### src/rtl/router_ingress.sv
`default_nettype none
// router_ingress: DEPTH-entry packet FIFO feeding an IDLE/DECODE/ROUTE/STORE router handshake FSM.
// Optional macro ROUTER_INGRESS_TYPE_FILTER_EN drops type==2'b11 packets and counts them on filt_count_o.
// Revision: 1.0
module router_ingress #(
  parameter int DEPTH   = 4,
  parameter int TIMEOUT = 15
) (
  input  logic                   clk,
  input  logic                   rst_n,
  input  logic                   in_valid_i,
  input  logic [12:0]            in_packet_i,
  output logic                   in_ready_o,
  output logic [12:0]            packet_o,
  output logic                   decode_o,
  output logic                   routing_o,
  output logic                   buffer_enable_o,
  input  logic                   router_ack_i,
  input  logic                   router_available_i,
  output logic [$clog2(DEPTH):0] fifo_count_o,
`ifdef ROUTER_INGRESS_TYPE_FILTER_EN
  output logic [7:0]             filt_count_o,
`endif
  output logic                   err_timeout_o
);

  localparam int AW = $clog2(DEPTH);
  localparam int CW = AW + 1;
  localparam int TW = (TIMEOUT > 1) ? $clog2(TIMEOUT) : 1;
  localparam logic [CW-1:0] FULL_CNT     = CW'(DEPTH);
  localparam logic [TW-1:0] WAIT_LAST    = TW'(TIMEOUT - 1);

  typedef enum logic [1:0] {
    IDLE   = 2'd0,
    DECODE = 2'd1,
    ROUTE  = 2'd2,
    STORE  = 2'd3
  } state_t;

  state_t          state_q;
  logic [12:0]     mem_q [DEPTH];
  logic [AW-1:0]   wr_ptr_q;
  logic [AW-1:0]   rd_ptr_q;
  logic [CW-1:0]   count_q;
  logic [CW-1:0]   count_d;
  logic [TW-1:0]   wait_q;
  logic            decode_q;
  logic            routing_q;
  logic            buffer_q;
  logic            err_q;

  logic            w_accept;
  logic            w_push;
  logic            w_pop;
  logic            w_timeout;

  // Full is judged from the registered count, so a pop in the same cycle never frees a slot early.
  assign in_ready_o = (count_q < FULL_CNT);
  assign w_accept   = in_valid_i && in_ready_o;

`ifdef ROUTER_INGRESS_TYPE_FILTER_EN
  logic       w_drop;
  logic [7:0] filt_q;

  assign w_drop = w_accept && (in_packet_i[10:9] == 2'b11);
  assign w_push = w_accept && !w_drop;

  always_ff @(posedge clk or negedge rst_n) begin
    if (!rst_n) begin
      filt_q <= '0;
    end else if (w_drop && (filt_q != 8'hFF)) begin
      filt_q <= filt_q + 8'd1;
    end
  end

  assign filt_count_o = filt_q;
`else
  assign w_push = w_accept;
`endif

  // Ack at the final wait cycle still wins over the timeout.
  assign w_timeout = (state_q == ROUTE) && !router_ack_i && (wait_q == WAIT_LAST);
  assign w_pop     = (state_q == STORE) || w_timeout;

  always_comb begin
    count_d = count_q;
    if (w_push && !w_pop) begin
      count_d = count_q + CW'(1);
    end else if (!w_push && w_pop) begin
      count_d = count_q - CW'(1);
    end
  end

  always_ff @(posedge clk) begin
    if (w_push) begin
      mem_q[wr_ptr_q] <= in_packet_i;
    end
  end

  always_ff @(posedge clk or negedge rst_n) begin
    if (!rst_n) begin
      wr_ptr_q <= '0;
      rd_ptr_q <= '0;
      count_q  <= '0;
    end else begin
      if (w_push) begin
        wr_ptr_q <= wr_ptr_q + AW'(1);
      end
      if (w_pop) begin
        rd_ptr_q <= rd_ptr_q + AW'(1);
      end
      count_q <= count_d;
    end
  end

  always_ff @(posedge clk or negedge rst_n) begin
    if (!rst_n) begin
      state_q   <= IDLE;
      wait_q    <= '0;
      decode_q  <= 1'b0;
      routing_q <= 1'b0;
      buffer_q  <= 1'b0;
      err_q     <= 1'b0;
    end else begin
      decode_q  <= 1'b0;
      routing_q <= 1'b0;
      buffer_q  <= 1'b0;
      err_q     <= 1'b0;
      case (state_q)
        IDLE: begin
          if ((count_q != '0) && router_available_i) begin
            state_q  <= DECODE;
            decode_q <= 1'b1;
          end
        end
        DECODE: begin
          state_q   <= ROUTE;
          routing_q <= 1'b1;
          wait_q    <= '0;
        end
        ROUTE: begin
          if (router_ack_i) begin
            state_q  <= STORE;
            buffer_q <= 1'b1;
          end else if (w_timeout) begin
            state_q <= IDLE;
            err_q   <= 1'b1;
          end else begin
            wait_q    <= wait_q + TW'(1);
            routing_q <= 1'b1;
          end
        end
        STORE: begin
          state_q <= IDLE;
        end
        default: begin
          state_q <= IDLE;
        end
      endcase
    end
  end

  assign packet_o        = (count_q != '0) ? mem_q[rd_ptr_q] : 13'd0;
  assign fifo_count_o    = count_q;
  assign decode_o        = decode_q;
  assign routing_o       = routing_q;
  assign buffer_enable_o = buffer_q;
  assign err_timeout_o   = err_q;

endmodule
`default_nettype wire

### config.mk
export PLATFORM = sky130hd
export DESIGN_NAME = router_ingress
export DESIGN_NICKNAME = d
export VERILOG_FILES = /design/src/rtl/router_ingress.sv
export SDC_FILE = /design/constraint.sdc
export NUM_CORES = 1
export LEC_CHECK = 0
export BUFFER_PORTS_ARGS = -buffer_cell sky130_fd_sc_hd__buf_2
export CAP_MARGIN = 20
export CORE_UTILIZATION = 40
export CTS_BUF_LIST = sky130_fd_sc_hd__clkbuf_4 sky130_fd_sc_hd__clkbuf_8 sky130_fd_sc_hd__clkbuf_16
export CTS_CLUSTER_DIAMETER = 60
export DETAILED_ROUTE_END_ITERATION = 7
export GPL_TIMING_DRIVEN = 0
export SKIP_CTS_REPAIR_TIMING = 1
export SLEW_MARGIN = 25
export SYNTH_ARGS = -nofsm -noshare
export SYNTH_HDL_FRONTEND = slang
export SYNTH_SLANG_ARGS = --single-unit
### constraint.sdc
create_clock -name clk -period 6.37 [get_ports clk]
set_input_delay 0.9555 -clock clk [delete_from_list [all_inputs] [get_ports clk]]
set_output_delay 0.9555 -clock clk [all_outputs]
set_load 0.005 [all_outputs]
# Yosys cells after proc, flatten, opt, wreduce, memory -nomap -nowiden
# Memories as Yosys holds them, arrays and structs flattened.
# Cells that the tools add are included.
word_totals:
  memories: 1
  latchBits: 0
  wordCells: 62
  ff_bits: 17
  mem_bits_ro: 0
  inputBits: 18
  mem_bits_rw: 52
classes:
  bitwise: 0
  n_addsub: 5
  mul: 0
  n_mux: 22
  div_mod_pow: 0
  n_lt_le_gt_ge: 1
  eq_ne: 8
  reduce_logical: 16
  n_shift: 0
memory_table:
  columns: ["memory", "depth", "word_bits", "rd", "rd_ports_with_merged_regs", "wr", "line_no", "source"]
  rows:
  - ["mem_q", 4, 13, 1, 0, 1, "41", "logic [12:0] mem_q [DEPTH];"]
op_table:
  columns: ["op", "count"]
  rows:
  - ["13-bit two-way mux", 1]
  - ["1-bit two-way mux", 11]
  - ["4-bit two-way mux", 2]
  - ["2-bit case mux with 4 select lines", 1]
  - ["4-bit case mux with 2 select lines", 1]
  - ["1-bit logical AND", 6]
  - ["2-bit two-way mux", 3]
  - ["3-bit two-way mux", 2]
  - ["2-bit inequality test, second input constant", 3]
  - ["2-bit by 1-bit adder with 2-bit output, second input constant", 2]
  - ["4-bit by 1-bit adder with 4-bit output, second input constant", 1]
  - ["2-bit == test, second input constant", 2]
  - ["4-bit == test, second input constant", 1]
  - ["2-bit nonzero test", 2]
  - ["3-bit by 1-bit adder with 3-bit output, second input constant", 1]
  - ["1-bit logical NOT", 3]
  - ["3-bit less-than comparator, second input constant", 1]
  - ["3-bit inequality test, second input constant", 1]
  - ["3-bit AND reduction", 1]
  - ["3-bit nonzero test", 1]
  - ["3-bit by 1-bit subtractor with 3-bit output, second input constant", 1]
  - ["2-bit by 1-bit == test with 1-bit output, second input constant", 1]
  - ["2-bit logical NOT", 1]
  - ["1-bit case mux with 2 select lines", 1]
  - ["2 further kinds", 2]

# Logic depth before layout (Yosys ltp)
# Gate-level depths: netlist of the first run.
logic_depth:
  depth_word: 7
  depth_mapped: 10

# Worst setup path after synthesis of the first run
# No wires, ideal clock.
synth_path:
  kind: "input port to flip-flop"
  from: "in router_ack_i"
  to: "reg count_q[2], in the netlist fifo_count_o[2]"
  path_slack_ns: 3.900
  arrival_ns: 2.390
  stages: 8
  cell_sequence: "and2b_1 > a21oi_1 > ha_1 > inv_1 > fa_1 > xor2_1 > nor2_1 > xnor2_1"
synth_between:
  elab_chain_cells: 7
  word_cells_on_any_way: 9
synth_rtl:
  columns: ["item", "line_no", "source"]
  rows:
  - ["from (decl)", "18", "input logic router_ack_i,"]
  - ["1-bit logical NOT (*)", "82", "assign w_timeout = (state_q == ROUTE) && !router_ack_i && (wait_q == WAIT_LAST);"]
  - ["1-bit logical AND (*) (2 in series)", "82", null]
  - ["1-bit logical OR (*)", "83", "assign w_pop = (state_q == STORE) || w_timeout;"]
  - ["1-bit logical NOT", "87", "if (w_push && !w_pop) begin"]
  - ["1-bit logical AND", "87", null]
  - ["3-bit two-way mux / 2-bit nonzero test (equally long branches)", null, null]
  - ["to (signal assigned)", "112", "count_q <= count_d;"]
  - ["to (decl)", "44", "logic [CW-1:0] count_q;"]
# Every way passes the cells marked *; elsewhere a longest branch is shown, timed or not.
# A chain may end at the register's enable or synchronous reset.

# Worst setup path in the final report of the first run
layout_path:
  from: "reg count_q[1], in the netlist fifo_count_o[1]"
  to: "out packet_o[10]"
layout_between:
  elab_chain_cells: 2
layout_rtl:
  columns: ["item", "line_no", "source"]
  rows:
  - ["3-bit nonzero test", "163", "assign packet_o = (count_q != '0) ? mem_q[rd_ptr_q] : 13'd0;"]
  - ["13-bit two-way mux", "163", null]
  - ["to (decl)", "14", "output logic [12:0] packet_o,"]
# No other way between the ends.

==> key figures, run 1 <==
Critical path
  – Critical path required time: about 5400 ps
  – CP max-delay cell: nor3_1
  – Worst Path Buf+Inv: 2
  – Crit path largest cell delay: 530 ps
  – Crit path top cell by count: buf_2
  – CP Launch Type: flop
  – Worst R2R End: fifo_count_o[2]
  – Crit path max fanout: 10
  – CP Class: flop to primary output
  – Start of the worst register-to-register path: state_q[0]
  – R2R Setup Slk: around 3800 ps
  – Crit path cell chain: nor3_1 > buf_2 > nor2b_1 > buf_2
  – Crit path capture type: primary output
  – Arrival @ worst endpoint: between 1500 and 2000 ps
  – Family with the most delay on the worst path: simple AND/OR/NAND/NOR gates
  – Worst R2R Path Depth: 10

STA
  – Final worst path period share: between 40% and 50%
  – Final min period: 2860 ps
  – Slew @ Worst Pin: around 730 ps
  – Max Slew Vio Count: 0
  – Slew HR: about half
  – Worst Skew: between 9 and 10 ps
  – Unrepaired setup endpoints after global routing: no
  – Worst hold slack: around 520 ps
  – Fmax: ~350 MHz
  – Setup_tns: 0 ps
  – Final Hold Vio Count: 0
  – Setup violators final: 0

Yosys
  – Synth Cell Area: a little under 0.003 mm^2
  – Synth Area per Inst: ~17 um^2
  – Cells after Synth: around 170
  – Synthesized Nets: ~200
  – Synth Flop Type: edfxtp_1
  – Top-area cell type share of the netlist area: a little over half
  – Post-synth EDFFs: 52
  – Cell taking the most area after synthesis: edfxtp_1
  – Synth top area cells: edfxtp_1 53%, dfrtp_1 14%, mux4_2 9.9%
  – Post-synth top cells: 52 x edfxtp_1, 17 x dfrtp_1, 14 x nor2b_1
  – Count of cell types in the netlist: 37
  – Register area share after synthesis: between 60 and 70%
  – Synth warn: 0
  – Post-synth ARST share: around a quarter
  – Yosys reg bits: a little under 70
  – Count leader, synth: edfxtp_1

Global routing
  – Largest net degree at the start of global routing: 18
  – GR peak layer: met2
  – Global routing met3 resource utilization: roughly 4.6%
  – Vias in the first global route: 1581
  – GR Util met2: about a quarter
  – Met1 usage: 18.1%
  – First-pass GRT wire length: ~8000 um
  – Initial antenna violation count: 0
  – Gr ovfl total: 0
  – Gr usage total: between 10 and 15%

Placed design
  – I/O Buffers: 38
  – Dpl hpwl: 3310 um
  – Placed insts: roughly 310
  – Placed Area: about 0.0033 mm^2
  – Global placement routability congestion: around 0.75

Min path
  – Hold Crit Start: wait_q[3]
  – Hold Path Class: flop to flop
  – Worst hold path depth: 1
  – Hold worst-path end: wait_q[3]

Die
  – Initial core utilization: a little over two fifths
  – Die extent in y: ~88 um
  – CORE AREA: 0.00694 mm^2
  – Die area: between 0.007 and 0.008 mm^2
  – Die Wd: 87.8 um
  – I/O pin total: 39
  – Core Rows: 30

Final layout
  – Final net count: 252
  – Synthesis-to-finish area growth: 18.6%
  – Fin cells: 322
  – Layout cells sized above 1: 31.9%
  – Fin area: approximately 0.0035 mm^2
  – # diodes: 0

Drt
  – Drt wl/cell: between 15 and 20 um
  – DRT Pass-1 Iters: 4
  – Post-DR vias/cell: ~4.8
  – Vias after detailed routing: roughly 1500
  – Final ANT Viol Nets: 0
  – DRC Markers: 0
  – DRT iter0 DRCs: between 90 and 100
  – Routed Wire Length: ~5000 um

Clock tree
  – Worst skew pair latency: about 330 ps
  – Root Driver: clkbuf_8
  – Sink Count: 69
  – CTS tree: yes
  – H-tree levels: 3
  – Clk slew on worst S/H paths: 80 ps
  – CTS buffer count: 9
  – Clock Path Buffers: 2

Pwr
  – Maximum VDD drop: approximately 0.19 mV
  – Pwr dens: roughly 440 mW/mm^2
  – Pleak: between 1 and 1.5 nW
  – Final Total Pwr: between 0.0015 and 0.002 W

Flow run
  – Maxcap violations: 0

Status
  – Outcome: finished, final reports clean
-- metal layers --
layer / vias up / share of wire, %
li1: 738 / -
met1: 765 / 47
met2: 35 / 48
met3: 7 / 3.7
met4: 0 / 1.4
met5: - / 0
-- worst register-to-register path, cell delays in order, from the launching register on --
cell,delay [ps]
dfrtp_1,390
inv_1,120
ha_1,270
and2b_1,250
a21oi_1,340
ha_1,270
inv_1,60
fa_1,370
xor2_1,150
nor2_1,120
xnor2_1,130
-- kinds of logic (layout without fill, tap and decap cells) --
family	count (synthesis)	in the layout	synth area share, %
flip-flops	69	69	67.4
AND/OR/NAND/NOR	41	41	8.15
multiplexers	16	16	11.0
AO/OA/AOI/OAI	14	14	3.48
buffers and inverters	14	68	2.72
adder cells (fa/ha/maj)	13	13	5.77
XOR/XNOR	5	5	1.49
-- layout make-up --
cell class	count	area [um^2]
clock inverter	7	114
fill	590	3450
inverter	8	30.0
sequential	69	1990
buffer	6	50.0
tap	96	120
multi-input combinational	89	881
timing repair buffer	38	190
clock buffer	9	124
-- placed cells by master, fill, tap and decap left out, drive strengths merged, types with 4 or more instances in the layout --
master and count:
xnor2 4, and2 5, inv 8, dfrtp 17, nor2b 15, mux4 13
buf 43, nor2 6, edfxtp 52, ha 12, clkbuf 10, nand2b 4
-- worst max-delay path by stage --
stage / startpoint / to / slack (ps) / depth (start not counted)
after floorplan: router_ack_i / fifo_count_o[2] / 3900 / 8
after CTS: fifo_count_o[1] / packet_o[10] / 3430 / 4
after detailed placement: router_ack_i / fifo_count_o[2] / 3510 / 9
final: fifo_count_o[1] / packet_o[10] / 3510 / 4
after global routing: fifo_count_o[1] / packet_o[10] / 3370 / 4
after global placement: router_ack_i / fifo_count_o[2] / 3510 / 9
-- sequential cells by signal, summed over array words and instances (netlist names) --
register / count
mem_q: 52
fifo_count_o: 3
err_timeout_o: 1
rd_ptr_q: 2
buffer_enable_o: 1
wait_q: 4
wr_ptr_q: 2
decode_o: 1
routing_o: 1
state_q: 2
-- stage by stage --
stage,setup slack [ps],util [%]
finish,3510,50.3
detailed placement,3510,46.9
floorplan,3900,-
CTS,3430,50.3
global route,3370,50.3
global placement,3510,46.9
-- power by group --
part | switching [W] | leakage [nW] | internal, W
Sequential | 0.0000472 | 0.684 | 0.000577
Clock | 0.000163 | 0.115 | 0.000258
Combinational | 0.000243 | 0.566 | 0.000263
Total | 0.000454 | 1.36 | 0.00110
No activity file was read; power rests on OpenSTA's default activity.
==> run 2, diff against run 1 <==
Clock period 6.37 ns to 2.53 ns, I/O delays scaled along.
==> run 2 against run 1 <==
Against the previous run: critical path depth grew 6; clock skew about the same; wire length up 0.80%; critical endpoint is now fifo_count_o[2].
==> key figures, run 2 (synthesis gave the netlist of run 1 again) <==
STA
  – Max Slew Vio Count: 0
  – Fmax: 426 MHz
  – Setup violators final: 0
  – Slew @ Worst Pin: 728 ps
  – Worst Skew: roughly 9.8 ps
  – Unrepaired setup endpoints after global routing: no
  – Final Hold Vio Count: 0
  – Final min period: roughly 2300 ps
  – Slew HR: about half
  – Final setup margin: ~180 ps
  – Final worst path period share: 92.8%
  – Setup_tns: 0 ps

Critical path
  – Arrival @ worst endpoint: 2590 ps
  – Critical path required time: around 2800 ps
  – Crit path capture type: flop
  – CP Launch Type: flop
  – CP Class: flop to flop
  – Crit path max fanout: 6

Final layout
  – Commonest cells after routing, fill and taps aside: 52 x edfxtp_1, 41 x buf_2, 17 x dfrtp_1, 14 x nor2b_1, 13 x mux4_2
  – Final net count: ~260
  – Reg area: 0.00199 mm^2
  – Multi-input logic area: between 800 and 900 um^2
  – Fin cells: 325
  – Filler cells: approximately 590
  – Max reg flops: 52
  – Commonest non-fill, non-tap cell in the layout: edfxtp_1
  – Layout cells sized above 1: 33.2%
  – Synthesis-to-finish area growth: 19.9%
  – # diodes: 0
  – Largest reg by FF count: mem_q

Pwr
  – Comb power frac: 33.1%
  – Maximum VDD drop: slightly below 0.5 mV
  – Pleak: 1.38 nW
  – Psw: between 0.001 and 0.0015 W
  – Switching share of power: just under 30%
  – Clock power frac: between 20 and 30%
  – Pwr dens: 1110 mW/mm^2
  – P_int: 0.00278 W
  – Sequential power share: 39.9%

Placed design
  – I/O Buffers: 38
  – Global placement routability congestion: roughly 0.75
  – Placed insts: 306
  – Dpl hpwl: 3310 um
  – Pre-CTS setup slack: -6.98 ps

Drt
  – Post-DR vias/cell: slightly below 5
  – DRT iter0 DRCs: between 100 and 150
  – Drt wl/cell: between 15 and 20 um
  – DRC Markers: 0
  – Routed Wire Length: 5040 um
  – DRT Pass-1 Iters: 4
  – Vias after detailed routing: between 1500 and 2000
  – Final ANT Viol Nets: 0

Die
  – CORE AREA: 0.00694 mm^2
  – Die area: between 0.007 and 0.008 mm^2
  – I/O pin total: 39
  – Die extent in y: 87.8 um
  – Die Wd: between 80 and 90 um
  – Core Rows: 30
  – Initial core utilization: a little over two fifths

Global routing
  – First-pass GRT wire length: around 7900 um
  – Gr ovfl total: 0
  – Initial antenna violation count: 0
  – Largest net degree at the start of global routing: 18
  – Vias in the first global route: ~1600
  – Gr usage total: 14.6%

Clock tree
  – Sink Count: 69
  – CTS tree: yes
  – Clk slew on worst S/H paths: 80 ps
  – H-tree levels: 3
  – Root Driver: clkbuf_8
  – CTS buffer count: 9
  – Clock Path Buffers: 2
  – Worst skew pair latency: 330 ps

Flow run
  – Maxcap violations: 0

Min path
  – Hold Path Class: input port to flop

Status
  – Outcome: finished, final reports clean
[run 2: metal layers]
layer / share of wire [%] / wire [um] / global-route usage, %
met5: 0 / 0 / 0
met4: 1.4 / 68 / 5.81
met2: 48 / 2420 / 23.8
met3: 3.6 / 183 / 4.62
met1: 47 / 2360 / 18.1
[run 2: worst max-delay path: stages, from the launching register on]
cell and delay, ps:
dfrtp_1 390, inv_1 120, ha_1 270, and2b_2 250, a21oi_4 180, ha_1 220, inv_1 60, fa_1 370
xor2_1 150, nor2_1 120, xnor2_1 130
[run 2: power by group through the flow]
| stage | clock network [W] | logic, W | registers [W] |
|---|---|---|---|
| floorplan | 0 | 0.000918 | 0.00157 |
| global placement | 0 | 0.00129 | 0.00159 |
| detailed placement | 0 | 0.00130 | 0.00160 |
| CTS | 0.00108 | 0.00131 | 0.00158 |
| global route | 0.00113 | 0.00146 | 0.00160 |
| finish | 0.00106 | 0.00130 | 0.00157 |
[run 2: final timing paths]
kind	depth (start not counted)	slack [ps]	startpoint	end
setup reg to reg	10	180	state_q[0]	fifo_count_o[2]
hold / removal	1	260	in_packet_i[2]	mem_q[0][2]
max in group asynchronous	2	1730	rst_n	rd_ptr_q[0]
hold reg to reg	1	520	wait_q[3]	wait_q[3]
setup / recovery	10	180	state_q[0]	fifo_count_o[2]
min in group asynchronous	2	500	rst_n	decode_o
[run 2: cell type report]
type / instances / share of cell area (%)
Buffer: 6 / 1.42
Tap cell: 96 / 3.40
Inverter: 8 / 0.850
Multi-Input combinational cell: 89 / 25.3
Clock inverter: 7 / 3.22
Clock buffer: 9 / 3.51
Timing Repair Buffer: 41 / 6.09
Sequential cell: 69 / 56.2
[run 2: through the flow]
stage | hold WS [ps] | area [um^2] | utilization, % | total power, W
6_report | 256 | 3530 | 50.9 | 0.00394
5_1_grt | 236 | 3530 | 50.9 | 0.00419
4_1_cts | -36.3 | 3500 | 50.3 | 0.00397
3_5_place_dp | 336 | 3260 | 46.9 | 0.00290
3_3_place_gp | 345 | 3260 | 46.9 | 0.00288
2_1_floorplan | 83.9 | 2950 | - | 0.00249
